**src/rtl/digital_fll_controller.sv**
```systemverilog
// rtl/digital_fll_controller.sv - frequency-locked-loop trim controller for a ring-oscillator DCO
module digital_fll_controller #(
  parameter int TRIM_BITS  = 26,
  parameter int DIV_BITS   = 5,
  parameter int CNT_BITS   = 8,
  parameter int LOCK_COUNT = 4,
  parameter int TOL        = 1,
  parameter int TRIM_INIT  = 13
) (
  input  logic                           clock,
  input  logic                           resetb,
  input  logic                           enable,
  input  logic                           dco,
  input  logic                           osc,
  input  logic [DIV_BITS-1:0]            div,
  input  logic [TRIM_BITS-1:0]           ext_trim,
  output logic [TRIM_BITS-1:0]           trim,
  output logic [$clog2(TRIM_BITS+1)-1:0] tval,
  output logic                           locked,
  output logic                           osc_lost
);

  localparam int TVW = $clog2(TRIM_BITS + 1);
  localparam int LCW = $clog2(LOCK_COUNT + 1);
  localparam int CW  = CNT_BITS + 1;

  localparam logic [CNT_BITS-1:0] CNT_MAX   = {CNT_BITS{1'b1}};
  localparam logic [TVW-1:0]      TVAL_INIT = TVW'(TRIM_INIT);
  localparam logic [TVW-1:0]      TVAL_MAX  = TVW'(TRIM_BITS);
  localparam logic [LCW-1:0]      LOCK_MAX  = LCW'(LOCK_COUNT);
  localparam logic [CW-1:0]       TOL_W     = CW'(TOL);

  typedef enum logic [1:0] {
    IDLE   = 2'd0,
    ARM    = 2'd1,
    TRACK  = 2'd2,
    LOCKED = 2'd3
  } state_t;

  state_t               state;
  state_t               state_n;
  logic                 osc_s1;
  logic                 osc_s2;
  logic                 osc_hist;
  logic                 rise;
  logic [CNT_BITS-1:0]  cnt;
  logic [CNT_BITS-1:0]  meas;
  logic [CW-1:0]        meas_w;
  logic [CW-1:0]        div_w;
  logic                 too_fast;
  logic                 too_slow;
  logic                 cnt_full;
  logic                 loop_off;
  logic [DIV_BITS-1:0]  div_q;
  logic [TVW-1:0]       tval_n;
  logic [LCW-1:0]       lock_cnt;
  logic [LCW-1:0]       lock_n;
  logic                 lost_n;
  logic [TRIM_BITS-1:0] therm;

  // Bring the reference oscillator into the clock domain and keep one history bit for edge detect.
  always_ff @(posedge clock or negedge resetb) begin
    if (!resetb) begin
      osc_s1   <= 1'b0;
      osc_s2   <= 1'b0;
      osc_hist <= 1'b0;
    end else begin
      osc_s1   <= osc;
      osc_s2   <= osc_s1;
      osc_hist <= osc_s2;
    end
  end

  assign rise     = osc_s2 & ~osc_hist;
  assign cnt_full = (cnt == CNT_MAX);
  assign loop_off = !enable || dco || (div == '0);

  // Period counter: restarts on every reference rise, saturates when the reference goes quiet.
  always_ff @(posedge clock or negedge resetb) begin
    if (!resetb) begin
      cnt <= '0;
    end else if (rise) begin
      cnt <= '0;
    end else if (!cnt_full) begin
      cnt <= cnt + 1'b1;
    end
  end

  // Measured period and band comparison, one bit wider than the counter so nothing wraps.
  always_comb begin
    meas     = cnt_full ? CNT_MAX : (cnt + 1'b1);
    meas_w   = {1'b0, meas};
    div_w    = CW'(div);
    too_fast = meas_w > (div_w + TOL_W);
    too_slow = (meas_w + TOL_W) < div_w;
  end

  // Remember the previous divide ratio so a retarget while tracking can drop lock.
  always_ff @(posedge clock or negedge resetb) begin
    if (!resetb) begin
      div_q <= '0;
    end else begin
      div_q <= div;
    end
  end

  // Next-state decision: idle override, then retarget, then measurement, then lost reference.
  always_comb begin
    state_n = state;
    tval_n  = tval;
    lock_n  = lock_cnt;
    lost_n  = osc_lost;
    if (loop_off) begin
      state_n = IDLE;
      tval_n  = TVAL_INIT;
      lock_n  = '0;
      lost_n  = 1'b0;
    end else begin
      case (state)
        IDLE: begin
          state_n = ARM;
        end
        ARM: begin
          // The arming rise only restarts the counter; no trim decision is made on it.
          if (rise) begin
            state_n = TRACK;
            lost_n  = 1'b0;
          end else if (cnt_full) begin
            lost_n = 1'b1;
            lock_n = '0;
          end
        end
        TRACK, LOCKED: begin
          if (div != div_q) begin
            state_n = TRACK;
            lock_n  = '0;
          end else if (rise) begin
            lost_n = 1'b0;
            if (too_fast) begin
              if (tval != TVAL_MAX) tval_n = tval + 1'b1;
              lock_n  = '0;
              state_n = TRACK;
            end else if (too_slow) begin
              if (tval != '0) tval_n = tval - 1'b1;
              lock_n  = '0;
              state_n = TRACK;
            end else begin
              if (lock_cnt != LOCK_MAX) lock_n = lock_cnt + 1'b1;
              if (lock_n == LOCK_MAX) state_n = LOCKED;
            end
          end else if (cnt_full) begin
            // Reference vanished: freeze trim and re-arm so the next evaluation sees a clean period.
            lost_n  = 1'b1;
            lock_n  = '0;
            state_n = ARM;
          end
        end
        default: begin
          state_n = IDLE;
        end
      endcase
    end
  end

  // Loop state register with the lock flag registered alongside the state it reflects.
  always_ff @(posedge clock or negedge resetb) begin
    if (!resetb) begin
      state    <= IDLE;
      tval     <= TVAL_INIT;
      lock_cnt <= '0;
      osc_lost <= 1'b0;
      locked   <= 1'b0;
    end else begin
      state    <= state_n;
      tval     <= tval_n;
      lock_cnt <= lock_n;
      osc_lost <= lost_n;
      locked   <= (state_n == LOCKED);
    end
  end

  // Thermometer expansion of the binary trim: the lowest tval elements are switched on.
  always_comb begin
    therm = '0;
    for (int i = 0; i < TRIM_BITS; i++) begin
      therm[i] = (TVW'(i) < tval);
    end
  end

  assign trim = dco ? ext_trim : therm;

endmodule

```
**config.mk**
```make
export PLATFORM = sky130hd
export DESIGN_NAME = digital_fll_controller
export DESIGN_NICKNAME = d
export VERILOG_FILES = /design/src/rtl/digital_fll_controller.sv
export SDC_FILE = /design/constraint.sdc
export NUM_CORES = 1
export LEC_CHECK = 0
export CORE_MARGIN = 4
export CORE_UTILIZATION = 40
export CTS_BUF_LIST = sky130_fd_sc_hd__clkbuf_8
export CTS_CLUSTER_SIZE = 10
export DETAILED_ROUTE_END_ITERATION = 7
export GPL_ROUTABILITY_DRIVEN = 0
export PLACE_DENSITY = 0.68
export SYNTH_ARGS = -nofsm -noshare
export SYNTH_HDL_FRONTEND = slang
export SYNTH_SLANG_ARGS = --single-unit
```
**constraint.sdc**
```tcl
create_clock -name clock -period 6 [get_ports clock]
set_input_delay 1.5 -clock clock [delete_from_list [all_inputs] [get_ports clock]]
set_output_delay 1.5 -clock clock [all_outputs]
set_load 0.05 [all_outputs]
```
==> results of run 1 <==
cells in the final DEF (no fill, tap or decap), types with 2 or more instances in the layout:
cell	synthesis	layout
sky130_fd_sc_hd__mux2i_1	4	4
sky130_fd_sc_hd__xnor2_1	6	6
sky130_fd_sc_hd__dfrtp_1	25	25
sky130_fd_sc_hd__nor3_1	7	7
sky130_fd_sc_hd__inv_1	22	22
sky130_fd_sc_hd__a31oi_1	4	4
sky130_fd_sc_hd__o21ai_0	24	24
sky130_fd_sc_hd__a311oi_1	2	2
sky130_fd_sc_hd__a21oi_1	27	27
sky130_fd_sc_hd__o31ai_1	6	6
sky130_fd_sc_hd__nand2_1	39	39
sky130_fd_sc_hd__buf_4	0	3
sky130_fd_sc_hd__nor3b_1	2	2
sky130_fd_sc_hd__nor2b_1	8	8
sky130_fd_sc_hd__and2_1	4	4
sky130_fd_sc_hd__mux2_2	2	2
sky130_fd_sc_hd__or3_1	2	2
sky130_fd_sc_hd__dfstp_2	3	3
sky130_fd_sc_hd__clkbuf_8	0	4
sky130_fd_sc_hd__and3_1	2	2
sky130_fd_sc_hd__o21a_1	2	2
sky130_fd_sc_hd__nor2_1	17	17
sky130_fd_sc_hd__a21o_1	2	2
sky130_fd_sc_hd__clkdlybuf4s50_1	0	68
sky130_fd_sc_hd__xor2_1	8	8
sky130_fd_sc_hd__ha_1	22	22
sky130_fd_sc_hd__nand4_1	3	3
sky130_fd_sc_hd__nand3_1	14	14
sky130_fd_sc_hd__nand2b_1	7	7
sky130_fd_sc_hd__a211oi_1	4	4
sky130_fd_sc_hd__nor4_1	3	3
sky130_fd_sc_hd__nand3b_1	4	4
report_power, final:
| group | switching [W] | internal [W] |
|---|---|---|
| Clock | 0.0000576 | 0.0000587 |
| Sequential | 0.0000178 | 0.000201 |
| Combinational | 0.000162 | 0.000116 |
per-stage QoR:
step                hold slack [ns]  worst slack [ns]  instances  utilization   power, W
floorplan                    0.3312             1.413        314            -  0.0004195
global placement             0.3339            0.8566        442       0.5349  0.0004961
detailed placement           0.3442            0.8243        442       0.5349  0.0005014
CTS                          0.3616            0.8119        446       0.5440  0.0006193
global route                 0.3648            0.6582        446       0.5440  0.0006640
finish                       0.3522            0.8121        446       0.5440  0.0006130
synthesized netlist by cell type (all sizes together) (2+ instances only):
master,count,share of area
nand2,39,0.058
a21oi,28,0.060
dfrtp,25,0.25
o21ai,25,0.051
ha,22,0.11
inv,22,0.033
nor2,17,0.025
nand3,14,0.028
clkbuf,13,0.019
nor2b,8,0.020
xor2,8,0.028
nand2b,7,0.017
nor3,7,0.014
o31ai,6,0.018
xnor2,6,0.021
a211oi,5,0.017
buf,5,0.017
a31oi,4,0.0099
and2,4,0.0099
mux2i,4,0.016
nand3b,4,0.012
nand4,4,0.012
nor4,4,0.016
dfstp,3,0.031
mux2,3,0.015
a21o,2,0.0060
a311oi,2,0.0070
and3,2,0.0050
nor3b,2,0.0060
nor4b,2,0.013
o21a,2,0.0060
or3,2,0.0050
final cells by class:
cell class / count / area (um2)
Clock buffer: 4 / 55.05
Fill cell: 588 / 2748
Inverter: 22 / 82.58
Multi-Input combinational cell: 246 / 1639
Sequential cell: 28 / 704.4
Tap cell: 75 / 93.84
Timing Repair Buffer: 71 / 703.2
cells by family after synthesis:
family | share of synthesized area
compound gates | 0.2077
mux | 0.03080
fa+ha+maj | 0.1093
simple gates | 0.2543
buf+inv | 0.06955
flops | 0.2797
xor+xnor | 0.04868
routing by layer:
layer,GRT usage,vias up
li1,-,1225
met1,0.2445,1113
met5,0,-
met2,0.2733,73
met4,0.02092,0
met3,0.02744,2
worst paths after layout:
path / end / slack (ns) / depth (start not counted)
worst max-delay path: trim[5] / 0.81 / 5
worst min-delay path: osc_s2 / 0.35 / 0
worst max register to register: tval[3] / 2.13 / 13
worst min register to register: osc_s2 / 0.35 / 0
max in group asynchronous: tval[2] / 4.10 / 2
min in group asynchronous: osc_s2 / 1.59 / 2
worst register-to-register path, stage by stage, from the launching register on:
cell	delay, ns
sky130_fd_sc_hd__dfrtp_1	0.47
sky130_fd_sc_hd__ha_1	0.34
sky130_fd_sc_hd__nand4_2	0.12
sky130_fd_sc_hd__nand2b_1	0.42
sky130_fd_sc_hd__nand2_1	0.19
sky130_fd_sc_hd__ha_1	0.37
sky130_fd_sc_hd__a21oi_1	0.16
sky130_fd_sc_hd__a21boi_0	0.10
sky130_fd_sc_hd__o32ai_1	0.37
sky130_fd_sc_hd__nand3_1	0.12
sky130_fd_sc_hd__buf_4	0.21
sky130_fd_sc_hd__mux2_2	0.33
sky130_fd_sc_hd__o31a_1	0.29
sky130_fd_sc_hd__or3_1	0.30
flip-flops by register name, summed over array words and instances (netlist names):
| signal | flops |
|---|---|
| lock_cnt | 3 |
| osc_s1 | 1 |
| cnt | 8 |
| state | 2 |
| osc_hist | 1 |
| locked | 1 |
| tval | 5 |
| osc_s2 | 1 |
| osc_lost | 1 |
| div_q | 5 |
==> impl_metrics.csv, run 1 <==
group,metric,value,unit
die,fp.dieArea,7630,um2
synthesis,ys_seq_area_frac,0.2797,
route,antenna_violating_nets_post_route,0,
clock_tree,cts-root-buf,"sky130_fd_sc_hd__clkbuf_8",
job,drv_cap,0,
route,postRouteWirelength,6322,um
route,drt-pass1-iter-count,5,
route,post-route-drc-count,0,
route,wl_met1,3037,um
route,highest_layer,"met4",
die,floorplan.initialDensity,0.4180,
pwr,p_leak,1.379,nW
clock_tree,cts.repair_timing.setup_buffer_count,0,
finish,flow.area_growth_from_synthesis,30.15,%
sta,setup_violations,0,
synthesis,synth_async_sr_flop_share,1.000,
global_routing,grt_first_pass_wirelength,10720,um
route,via_per_inst,5.410,
sta,worst_slew_margin_rel,0.4277,
route,avgRoutedWirePerCell,14.17,um
route,via_count,2413,
place,buffer_ports.inserted,68,
synthesis,netlist_instances,314,
sta,worst_pin_slew,0.8567,ns
setup_path,crit_path_top_delay_cell,"sky130_fd_sc_hd__clkdlybuf4s50_1",
synthesis,edff_count_synth,0,
setup_path,r2r_path_start,"cnt[0]",
global_routing,grtUsageTotal,0.1696,
global_routing,grt_pass1_vias,2266,
setup_path,cp_cell_sequence,"clkdlybuf4s50_1, buf_4, nor4_1, a21oi_1, clkdlybuf4s50_1",
synthesis,synthDistinctLibCells,53,
clock_tree,max-clock-path-buffers,2,
route,met3_length,467,um
setup_path,cp.arrival,3.69,ns
die,ios,69,
die,dieHeight,87.35,um
sta,timing_hold_violations_final,0,
clock_tree,htreeDepth,1,
global_routing,grt_start_max_net_pins,34,
setup_path,path_buf_inv,3,
synthesis,synth_area_per_cell,8.021,um2
finish,final_cell_area,3278,um2
global_routing,number_of_antenna_violations_at_the_first_check_in_global_routing,0,
setup_path,critical-path-top-delay-family,"buffers and inverters",
sta,finalSetupTns,0,ns
clock_tree,tritoncts,"done",
die,core_area,6026,um2
synthesis,total_nets_after_synthesis,372,
hold_path,hold_path.startpoint,"osc_s1",
setup_path,worst_endpoint_required_time,4.50,ns
sta,min_period,5.188,ns
setup_path,critical-path-top-cell-by-count,"sky130_fd_sc_hd__clkdlybuf4s50_1",
hold_path,hold_class,"reg2reg",
clock_tree,cts-hold-fix-buffers,0,
sta,final-max-slew-violation-count,0,
synthesis,yosysWarnings,0,
clock_tree,cts.reportedPaths.clkPinSlew,0.10,ns
setup_path,critPathKind,"in2out",
place,hpwlAfterDp,5014,um
setup_path,crit_path_end_kind,"primary output",
die,fp.dieW,87.35,um
global_routing,total_congestion_overflow_after_global_routing,0,
synthesis,synth_seq_cells,28,
clock_tree,cts-buffers-inserted,3,
finish,fin_nets,430,
synthesis,synthFlopType,"sky130_fd_sc_hd__dfrtp_1",
setup_path,crit_fanout,33,
pwr,peakVddDrop,0.0001584,V
finish,final_layout_size_suffix_gt1_frac,0.05930,
outcome,outcome,"finished clean",
setup_path,cp-startpoint,"dco",
sta,rsz0062_at_grt,"false",
die,num_rows,28,
clock_tree,post_cts_resize_count,0,
route,met2_wirelength,2802,um
setup_path,max_stage_delay,0.81,ns
setup_path,critPathLaunchType,"input port",
sta,maxClockFrequency,192.8,MHz
synthesis,synthesis.area,2519,um2
pwr,power-per-cell-area,187.0,nW/um2
clock_tree,cts_num_sinks,28,
finish,antenna_cells,0,
route,drt_first_iter_violations,154,
clock_tree,worst_skew_pair.late_latency,0.27,ns
place,placedInstanceArea,3223,um2
sta,final.period_utilization,0.8646,
sta,finClkSkew,0.009663,ns
(Power assumes the default switching activity.)
==> inputs of run 2 (changes only) <==
--- a/config.mk
+++ b/config.mk
@@ -6,12 +6,13 @@
 export NUM_CORES = 1
 export LEC_CHECK = 0
 export CORE_MARGIN = 4
-export CORE_UTILIZATION = 40
+export CORE_UTILIZATION = 42
 export CTS_BUF_LIST = sky130_fd_sc_hd__clkbuf_8
 export CTS_CLUSTER_SIZE = 10
 export DETAILED_ROUTE_END_ITERATION = 7
 export GPL_ROUTABILITY_DRIVEN = 0
-export PLACE_DENSITY = 0.68
+export MAX_ROUTING_LAYER = met4
+export PLACE_DENSITY = 0.71
 export SYNTH_ARGS = -nofsm -noshare
 export SYNTH_HDL_FRONTEND = slang
 export SYNTH_SLANG_ARGS = --single-unit
==> run 2 against run 1 <==
Net effect: register-to-register slack worse by 0.11 ns; first-iteration DRC count is 23% lower; largest cell class unchanged; combinational power hardly changed; global-route usage is 1.6 points higher; largest power group unchanged; clock-buffer cell count is 1 lower.
==> impl_metrics.csv, run 2 (synthesis gave the netlist of run 1 again) <==
group,metric,value,unit
route,antenna_violating_nets_post_route,0,
place,hpwlAfterDp,5148,um
hold_path,hold_path.startpoint,"osc_s1",
global_routing,grt_pass1_vias,2224,
sta,setup_violations,0,
pwr,p_leak,1.391,nW
die,fp.dieW,85.44,um
pwr,switching_share,0.3750,
pwr,power_switching,0.0002437,W
clock_tree,cts-buffers-inserted,3,
sta,fin_worst_hold_slack,0.3622,ns
setup_path,reg2reg_setup_slack,2.02,ns
setup_path,critPathLaunchType,"input port",
sta,worst_slew_margin_rel,0.4059,
route,drt-pass1-iter-count,4,
setup_path,r2r_path_start,"cnt[0]",
route,drt_first_iter_violations,119,
setup_path,crit_path_end_kind,"primary output",
sta,final-max-slew-violation-count,0,
die,ios,69,
setup_path,critPathKind,"in2out",
finish,registers.top_by_ff_count,"cnt",
setup_path,worst_endpoint_required_time,4.50,ns
finish,multi_input_gate_area_in_the_final_layout,1639,um2
job,drv_cap,0,
clock_tree,htreeDepth,1,
pwr,power_frac_clock,0.231,
global_routing,grt_first_pass_wirelength,10950,um
global_routing,grt_start_max_net_pins,29,
die,dieHeight,85.44,um
setup_path,crit_fanout,23,
clock_tree,cts_num_sinks,28,
setup_path,cp_cell_sequence,"clkdlybuf4s50_1, buf_4, mux2_2, clkdlybuf4s50_1",
pwr,power-per-cell-area,197.2,nW/um2
finish,flow.area_growth_from_synthesis,30.85,%
finish,layout_common_cells,"sky130_fd_sc_hd__clkdlybuf4s50_1 (67), sky130_fd_sc_hd__nand2_1 (39), sky130_fd_sc_hd__a21oi_1 (27), sky130_fd_sc_hd__dfrtp_1 (25), sky130_fd_sc_hd__o21ai_0 (24)",
clock_tree,cts-root-buf,"sky130_fd_sc_hd__clkbuf_8",
global_routing,number_of_antenna_violations_at_the_first_check_in_global_routing,0,
clock_tree,worst_skew_pair.late_latency,0.28,ns
setup_path,path_buf_inv,3,
finish,final-seq-area,704.4,um2
finish,antenna_cells,0,
pwr,p_comb_frac,0.431,
setup_path,critical-path-top-delay-family,"buffers and inverters",
clock_tree,max-clock-path-buffers,2,
route,post-route-drc-count,0,
setup_path,reg2regPathDepth,13,
pwr,peakVddDrop,0.0001217,V
sta,final.period_utilization,0.8546,
sta,min_period,5.127,ns
outcome,outcome,"finished clean",
clock_tree,post_cts_resize_count,0,
die,floorplan.initialDensity,0.4438,
finish,final_core_utilization,0.5807,
sta,rsz0062_at_grt,"false",
finish,nFillCells,511,
setup_path,max_stage_delay,0.75,ns
global_routing,grt_use_met2,0.2846,
die,core_area,5675,um2
clock_tree,cts.reportedPaths.clkPinSlew,0.10,ns
setup_path,critical-path-top-cell-by-count,"sky130_fd_sc_hd__clkdlybuf4s50_1",
finish,layout.cells.most_common,"sky130_fd_sc_hd__clkdlybuf4s50_1",
hold_path,worst_hold_path.num_cells,0,
global_routing,global_routing_met3_resource_utilization,0.03010,
clock_tree,cts-hold-fix-buffers,0,
finish,reg.largest.list,"cnt: 8 flops, div_q: 5 flops, tval: 5 flops",
pwr,power_frac_seq,0.338,
route,via_per_inst,5.428,
finish,final_layout_size_suffix_gt1_frac,0.06452,
clock_tree,tritoncts,"done",
hold_path,hold_class,"reg2reg",
sta,timing_hold_violations_final,0,
setup_path,cp.arrival,3.63,ns
hold_path,hold_path_end,"osc_s2",
sta,finalSetupTns,0,ns
route,postRouteWirelength,6596,um
global_routing,total_congestion_overflow_after_global_routing,0,
clock_tree,cts.repair_timing.setup_buffer_count,0,
global_routing,grtUsageTotal,0.1861,
sta,worst_pin_slew,0.8893,ns
sta,finClkSkew,0.006782,ns
global_routing,groute.layer.met1.usage,0.2606,
setup_path,timing.rr.end,"tval[3]",
route,avgRoutedWirePerCell,14.86,um
die,fp.dieArea,7300,um2
setup_path,crit_path_top_delay_cell,"sky130_fd_sc_hd__clkdlybuf4s50_1",
sta,maxClockFrequency,195.0,MHz
die,num_rows,27,
finish,largest_register_ff_count,8,
pwr,power_report.internal_total,0.0004063,W
finish,fin_nets,431,
place,buffer_ports.inserted,68,
route,via_count,2410,
global_routing,layer_with_the_highest_usage_after_global_routing,"met2",
-- run 2: worst max path at each step --
stage,slack (ns),endpoint,depth (start not counted),startpoint
after floorplan,1.41,trim[24],3,dco
after global placement,0.87,trim[3],4,dco
after detailed placement,0.86,trim[3],4,dco
after CTS,0.85,trim[3],4,dco
after global routing,0.73,trim[5],5,dco
final,0.87,trim[3],4,dco
-- run 2: area by class of cell --
cell class,instances,share of cell area
Multi-Input combinational cell,246,0.4973
Timing Repair Buffer,72,0.2149
Sequential cell,28,0.2137
Tap cell,72,0.02733
Inverter,22,0.02506
Clock buffer,3,0.01253
Clock inverter,1,0.009112
-- run 2: worst reg2reg max path: stages, from the launching register on --
cell	delay, ns
sky130_fd_sc_hd__dfrtp_1	0.49
sky130_fd_sc_hd__ha_1	0.35
sky130_fd_sc_hd__nand4_2	0.13
sky130_fd_sc_hd__nand2b_1	0.46
sky130_fd_sc_hd__nand2_1	0.20
sky130_fd_sc_hd__ha_1	0.37
sky130_fd_sc_hd__a21oi_1	0.16
sky130_fd_sc_hd__a21boi_0	0.10
sky130_fd_sc_hd__o32ai_1	0.39
sky130_fd_sc_hd__nand3_1	0.12
sky130_fd_sc_hd__buf_4	0.21
sky130_fd_sc_hd__mux2_2	0.33
sky130_fd_sc_hd__o31a_1	0.29
sky130_fd_sc_hd__or3_1	0.31
-- run 2: per-stage QoR --
stage | total power [W] | std cells | area [um2] | worst slack [ns]
after floorplan | 0.0004195 | 314 | 2519 | 1.413
after CTS | 0.0006561 | 444 | 3296 | 0.8454
after global placement | 0.0004986 | 440 | 3224 | 0.8732
final | 0.0006500 | 444 | 3296 | 0.8725
after detailed placement | 0.0005035 | 440 | 3224 | 0.8559
after global routing | 0.0006951 | 444 | 3296 | 0.7336
-- run 2: per-layer routing --
metal / part of all wire / vias up
met4: 0.0044 / 0
met1: 0.50 / 1120
met2: 0.43 / 67
met5: 0 / -
li1: - / 1218
met3: 0.057 / 5
-- run 2: power groups by stage --
stage                     Sequential [W]  Clock [W]  Combinational (W)
after CTS                       0.000219   0.000154           0.000283
after global placement          0.000223          0           0.000276
after global routing            0.000222   0.000162           0.000311
final                           0.000220   0.000150           0.000280
after detailed placement        0.000223          0           0.000280
after floorplan                 0.000215          0           0.000204
==> inputs of run 3 (changes only) <==
--- a/config.mk
+++ b/config.mk
@@ -5,6 +5,7 @@
 export SDC_FILE = /design/constraint.sdc
 export NUM_CORES = 1
 export LEC_CHECK = 0
+export CAP_MARGIN = 20
 export CORE_MARGIN = 4
 export CORE_UTILIZATION = 42
 export CTS_BUF_LIST = sky130_fd_sc_hd__clkbuf_8
==> results of run 3 <==
Same layout as run 2: the final DEF is identical, and so are final timing and power.
